**config.mk**
```make
export PLATFORM = sky130hd
export DESIGN_NAME = img_pix_sequencer
export DESIGN_NICKNAME = d
export VERILOG_FILES = /design/src/rtl/img_seq_pkg.sv /design/src/rtl/pix_fifo.sv /design/src/rtl/img_pix_sequencer.sv
export SDC_FILE = /design/constraint.sdc
export NUM_CORES = 1
export LEC_CHECK = 0
export CAP_MARGIN = 20
export CORE_UTILIZATION = 59
export CTS_BUF_LIST = sky130_fd_sc_hd__clkbuf_16
export CTS_CLUSTER_SIZE = 28
export DETAILED_ROUTE_END_ITERATION = 8
export GPL_TIMING_DRIVEN = 0
export PLACE_DENSITY = 0.94
export SLEW_MARGIN = 20
export SYNTH_ARGS = -nofsm -noshare
export SYNTH_HDL_FRONTEND = slang
export SYNTH_SLANG_ARGS = --single-unit
export TNS_END_PERCENT = 30
```
**constraint.sdc**
```tcl
create_clock -name clk -period 7.31 [get_ports clk]
set_input_delay 0.731 -clock clk [delete_from_list [all_inputs] [get_ports clk]]
set_output_delay 0.731 -clock clk [all_outputs]
set_load 0.01 [all_outputs]
```
**src/rtl/img_seq_pkg.sv**
```systemverilog
// Shared encodings and defaults for the image pixel sequencer.
package img_seq_pkg;

  localparam int PIX_W_DEF = 24;
  localparam int STATE_W   = 4;

  typedef logic [STATE_W-1:0] state_t;

  localparam logic [STATE_W-1:0] ST_IDLE  = 4'd0;
  localparam logic [STATE_W-1:0] ST_REQ   = 4'd1;
  localparam logic [STATE_W-1:0] ST_WAIT  = 4'd2;
  localparam logic [STATE_W-1:0] ST_DRAIN = 4'd3;
  localparam logic [STATE_W-1:0] ST_DONE  = 4'd4;
  localparam logic [STATE_W-1:0] ST_ERR   = 4'd5;

endpackage

```
**src/rtl/pix_fifo.sv**
```systemverilog
// First-word-fall-through FIFO: dout shows the head entry one cycle after its push.
// Push while full and pop while empty are dropped; flush empties it in one cycle.
module pix_fifo #(
  parameter int WIDTH = 24,
  parameter int DEPTH = 4
) (
  input  logic                   clk,
  input  logic                   reset,
  input  logic                   flush,
  input  logic                   push,
  input  logic [WIDTH-1:0]       din,
  input  logic                   pop,
  output logic [WIDTH-1:0]       dout,
  output logic                   empty,
  output logic                   full,
  output logic [$clog2(DEPTH):0] count
);

  localparam int AW = $clog2(DEPTH);

  logic [WIDTH-1:0] mem_q [DEPTH];
  logic [AW-1:0]    rd_q, wr_q;
  logic [AW:0]      cnt_q;
  logic             do_push, do_pop;

  assign empty   = (cnt_q == '0);
  assign full    = (cnt_q == (AW+1)'(DEPTH));
  assign count   = cnt_q;
  assign dout    = mem_q[rd_q];
  assign do_push = push && !full;
  assign do_pop  = pop && !empty;

  always_ff @(posedge clk or posedge reset) begin
    if (reset) begin
      rd_q  <= '0;
      wr_q  <= '0;
      cnt_q <= '0;
    end else if (flush) begin
      rd_q  <= '0;
      wr_q  <= '0;
      cnt_q <= '0;
    end else begin
      if (do_push) wr_q <= wr_q + 1'b1;
      if (do_pop)  rd_q <= rd_q + 1'b1;
      case ({do_push, do_pop})
        2'b10:   cnt_q <= cnt_q + 1'b1;
        2'b01:   cnt_q <= cnt_q - 1'b1;
        default: cnt_q <= cnt_q;
      endcase
    end
  end

  // Storage needs no reset: empty/count gate every read of it.
  always_ff @(posedge clk) begin
    if (do_push && !flush) mem_q[wr_q] <= din;
  end

endmodule

```
**src/rtl/img_pix_sequencer.sv**
```systemverilog
// Requests pixels one at a time from the source, buffers them and hands them to the CPU
// over valid/ready; src_pix_rdy in cycle N shows on cpu_pix_valid in N+1, requests stall while full.
module img_pix_sequencer
  import img_seq_pkg::*;
#(
  parameter int PIX_W      = PIX_W_DEF,
  parameter int FIFO_DEPTH = 4,
  parameter int TIMEOUT    = 1023,
  parameter int CNT_W      = 32
) (
  input  logic               clk,
  input  logic               reset,
  input  logic               start,
  input  logic               abort,
  output logic               src_get_next,
  input  logic               src_pix_rdy,
  input  logic [PIX_W-1:0]   src_pixel_data,
  input  logic               src_img_done,
  input  logic               cpu_rdy,
  output logic               cpu_pix_valid,
  output logic [PIX_W-1:0]   cpu_pix_rgb,
  output logic [CNT_W-1:0]   pix_count,
  output logic [STATE_W-1:0] out_state,
  output logic               frame_done,
  output logic               timeout_err
);

  localparam int CW = $clog2(FIFO_DEPTH) + 1;
  localparam int TW = $clog2(TIMEOUT + 1);

  state_t           state_q, state_d;
  logic [TW-1:0]    timer_q, timer_d;
  logic [CNT_W-1:0] cnt_q, cnt_d;
  logic             get_q, get_d;

  logic             fifo_empty, fifo_full;
  logic [CW-1:0]    fifo_count;
  logic [PIX_W-1:0] fifo_dout;
  logic             start_ok, push, pop, flush;

  assign start_ok = start && !abort &&
                    (state_q == ST_IDLE || state_q == ST_DONE || state_q == ST_ERR);
  assign pop      = !fifo_empty && cpu_rdy;
  assign push     = (state_q == ST_WAIT) && src_pix_rdy && !abort;
  assign flush    = abort || start_ok;

  pix_fifo #(.WIDTH(PIX_W), .DEPTH(FIFO_DEPTH)) u_fifo (
    .clk   (clk),
    .reset (reset),
    .flush (flush),
    .push  (push),
    .din   (src_pixel_data),
    .pop   (pop),
    .dout  (fifo_dout),
    .empty (fifo_empty),
    .full  (fifo_full),
    .count (fifo_count)
  );

  always_comb begin
    state_d = state_q;
    timer_d = timer_q;
    get_d   = 1'b0;
    if (abort) begin
      state_d = ST_IDLE;
    end else if (start_ok) begin
      state_d = ST_REQ;
    end else begin
      case (state_q)
        ST_REQ: begin
          // At most one request is outstanding, so "not full" guarantees room for its pixel.
          if (src_img_done) begin
            state_d = ST_DRAIN;
          end else if (!fifo_full) begin
            get_d   = 1'b1;
            timer_d = '0;
            state_d = ST_WAIT;
          end
        end
        ST_WAIT: begin
          timer_d = timer_q + 1'b1;
          if (src_pix_rdy)                         state_d = ST_REQ;
          else if (src_img_done)                   state_d = ST_DRAIN;
          else if (timer_q == TW'(TIMEOUT - 1))    state_d = ST_ERR;
        end
        ST_DRAIN: begin
          if (fifo_count == '0 || (fifo_count == CW'(1) && pop)) state_d = ST_DONE;
        end
        default: ;
      endcase
    end
  end

  always_comb begin
    cnt_d = cnt_q;
    if (start_ok)                               cnt_d = '0;
    else if (pop && (cnt_q != {CNT_W{1'b1}}))   cnt_d = cnt_q + 1'b1;
  end

  always_ff @(posedge clk or posedge reset) begin
    if (reset) begin
      state_q <= ST_IDLE;
      timer_q <= '0;
      cnt_q   <= '0;
      get_q   <= 1'b0;
    end else begin
      state_q <= state_d;
      timer_q <= timer_d;
      cnt_q   <= cnt_d;
      get_q   <= get_d;
    end
  end

  // Request pulse is registered, so it coincides with the first WAIT cycle.
  assign src_get_next  = get_q;
  assign cpu_pix_valid = !fifo_empty;
  assign cpu_pix_rgb   = fifo_empty ? '0 : fifo_dout;
  assign pix_count     = cnt_q;
  assign out_state     = state_q;
  assign frame_done    = (state_q == ST_DONE);
  assign timeout_err   = (state_q == ST_ERR);

endmodule

```
==> impl_metrics.py <==
metrics = {
    "timing": {
        "min_period_ns": 3.977,
        "hold_ws_ns": 0.5665,
        "hold_viol_final": 0,
        "min_period_over_period": 0.5441,
        "tightest_slew_ns": 1.019,
        "slew_headroom": 0.3102,
        "finalSetupTns_ns": 0,
        "setup_viol": 0,
        "fmax_mhz": 251.4,
        "clock_skew_ns": 0.009372,
        "rsz0062_at_grt": "false",
        "drv_slew": 0,
    },
    "setup_path": {
        "worstSetupPathType": "reg -> out",
        "cpPeakStageDelay_ns": 0.73,
        "cp_slowest_cell": "buf_1",
        "path_cells": "clkbuf_1 -> buf_1 -> mux4_2 -> and2_1 -> clkdlybuf4s50_1",
        "crit_buf_inv": 3,
        "endpoint_kind": "output port",
        "critPathMaxFanout": 10,
        "cp_top_family": "buffers and inverters",
        "critPathLaunchType": "register",
        "cp_data_arrival_time_ns": 3.25,
        "required_ns": 6.58,
    },
    "clocking": {
        "root_buffer": "clkbuf_16",
        "clock_sinks": 149,
        "clk_path_buf_depth": 2,
        "clk_pin_slew_ns": 0.06,
        "post-cts-setup-buffer-count": 0,
        "cts.htree.levels": 4,
        "cts_inserted_buffers": 17,
        "clk-insertion-delay-late_ns": 0.42,
        "cts_tree": "done",
        "cts-resized-gates": 0,
        "cts_hold_buffers": 0,
    },
    "logic_synthesis": {
        "syn_inst": 500,
        "yosys_warnings": 0,
        "synth-edff-count": 96,
        "postSynthAreaPerCell_sq_um": 13.43,
        "synthFlopType": "edfxtp_1",
        "synth_seq_cells": 149,
        "yosysSeqAreaShare": 0.6269,
        "synth_area_sq_um": 6714,
        "synth_cell_types": 54,
        "async_flop_share": 0.3557,
        "synth_fp_nets": 542,
    },
    "global_route": {
        "antenna_found_initial": 0,
        "grt_usage": 0.2890,
        "grt_pass1_vias": 5013,
        "grt_pass1_wl_um": 25230,
        "grt_max_degree": 33,
        "grt_overflow": 0,
    },
    "layout": {
        "ff_latch_area_sq_um": 4209,
        "areaGrowthSynthToFinish_pct": 25.64,
        "multi_input_area_sq_um": 2354,
        "fin_nets": 654,
        "drive_gt1_frac": 0.1136,
        "fill_cells": 608,
        "diodes": 0,
    },
    "power_and_ir_drop": {
        "ir_worst_vdd_mv": 0.1635,
        "power.density_nw_per_um2": 276.5,
        "cellLeakagePower_nw": 2.974,
    },
    "detailed_routing": {
        "drt_iter0_drc": 471,
        "routedWlPerCell_um": 20.86,
        "drc": 0,
        "vias": 4950,
        "drt-pass1-iter-count": 5,
        "wirelength_um": 15960,
        "via_per_inst": 6.471,
        "drtAntennaViolNets": 0,
    },
    "placement": {
        "routabilityCongestion": 0.7914,
        "io_buffers": 92,
        "dp_hpwl_um": 10010,
    },
    "floorplanning": {
        "die_w_um": 108.7,
        "ioPinCount": 95,
        "core_area_sq_um": 10980,
        "die_h_um": 108.7,
        "num_rows": 38,
        "start_util": 0.6113,
        "die_area_sq_um": 11810,
    },
    "flow_run": {
        "cap_violations": 0,
    },
    "worst_hold_path": {
        "hp-class": "reg -> reg",
    },
    "outcome": {
        "status": "complete, no violations",
    },
}
## cell usage after synthesis, types with 3 or more instances
cell	count	area share
edfxtp_1	96	0.43
dfrtp_1	53	0.20
and2_1	31	0.029
a21oi_1	28	0.021
nand2_1	25	0.014
mux4_2	24	0.081
nor2_1	21	0.012
o21ai_0	21	0.016
nand3_1	19	0.014
clkbuf_1	18	0.010
inv_1	17	0.0095
or3_1	17	0.016
xnor2_1	12	0.016
ha_1	11	0.020
nand4_1	10	0.0093
o31ai_1	10	0.011
or4_1	10	0.011
nor3_1	9	0.0067
nor4_1	8	0.0075
and4_1	5	0.0065
nand2b_1	5	0.0047
a211oi_1	4	0.0045
nor2b_1	4	0.0037
and3_1	3	0.0028
and3b_1	3	0.0039
o211ai_1	3	0.0034
## cell families (layout without fill, tap and decap cells)
group	count (synthesis)	in the layout	synth area share
simple gates	179	179	0.1536
compound gates	80	80	0.07343
mux	26	26	0.08349
flops	149	149	0.6269
other cells	1	1	0.0005585
buf+inv	40	165	0.02329
xor+xnor	14	14	0.01826
fa+ha+maj	11	11	0.02050
## sequential cells by signal, indices dropped and copies added, names as in the netlist
name,cells
u_fifo.rd_q,2
pix_count,32
out_state,3
u_fifo.wr_q,2
u_fifo.count,3
timer_q,10
u_fifo.mem_q,96
src_get_next,1
## worst paths after layout
path,slack (ns),to,cells after the start,start
worst max-delay path,3.33,cpu_pix_rgb[16],5,u_fifo.rd_q[0]
worst min-delay path,0.57,timer_q[5],2,timer_q[5]
worst max register to register,4.57,pix_count[17],6,pix_count[16]
worst min register to register,0.57,timer_q[5],2,timer_q[5]
max in group asynchronous,5.97,pix_count[11],3,reset
min in group asynchronous,0.77,u_fifo.wr_q[1],2,reset
## tightest hold or removal path, cell delays in order, from the launching register on
cell     delay, ns
dfrtp_1       0.36
xnor2_1       0.13
nor2_1        0.04
## cell usage in the layout (no fill, tap or decap), drive strengths merged, types with 19 or more instances in the layout
cell	instances
edfxtp	96
clkdlybuf4s50	92
dfrtp	53
clkbuf	36
and2	31
a21oi	28
nand2	25
mux4	24
inv	24
o21ai	21
nor2	21
nand3	19
## power by group
group / switching [W] / total (W) / internal, W / leakage [nW]
clock: 0.000364 / 0.000875 / 0.000511 / 0.291
sequential: 0.0000266 / 0.000952 / 0.000926 / 1.60
combinational: 0.000263 / 0.000505 / 0.000242 / 1.09
## layer usage
metal | part of all wire | vias to the layer above | wire length (um) | global-route usage
met1 | 0.38 | 2458 | 6051 | 0.3596
met4 | 0.036 | 0 | 576 | 0.1342
met3 | 0.059 | 58 | 934 | 0.06157
met5 | 0 | - | 0 | 0
li1 | - | 2155 | - | -
met2 | 0.53 | 279 | 8395 | 0.4864
## metrics by stage
stage,std cells,util,area [sq um],total power [W],setup WS (ns)
CTS,765,0.7681,8436,0.002333,3.210
global route,765,0.7681,8436,0.002412,3.033
global placement,732,0.7111,7810,0.001431,3.781
finish,765,0.7681,8436,0.002332,3.333
floorplan,500,-,6714,0.001224,4.587
detailed placement,733,0.7141,7843,0.001457,3.728
## final cells by class
| class | count | share of cell area |
|---|---|---|
| buffer | 23 | 0.01098 |
| clock buffer | 17 | 0.05043 |
| clock inverter | 15 | 0.01988 |
| inverter | 17 | 0.007565 |
| multi-input combinational | 311 | 0.2790 |
| sequential | 149 | 0.4990 |
| tap | 140 | 0.02077 |
| timing repair buffer | 93 | 0.1124 |
No activity file was read; power rests on OpenSTA's default activity.
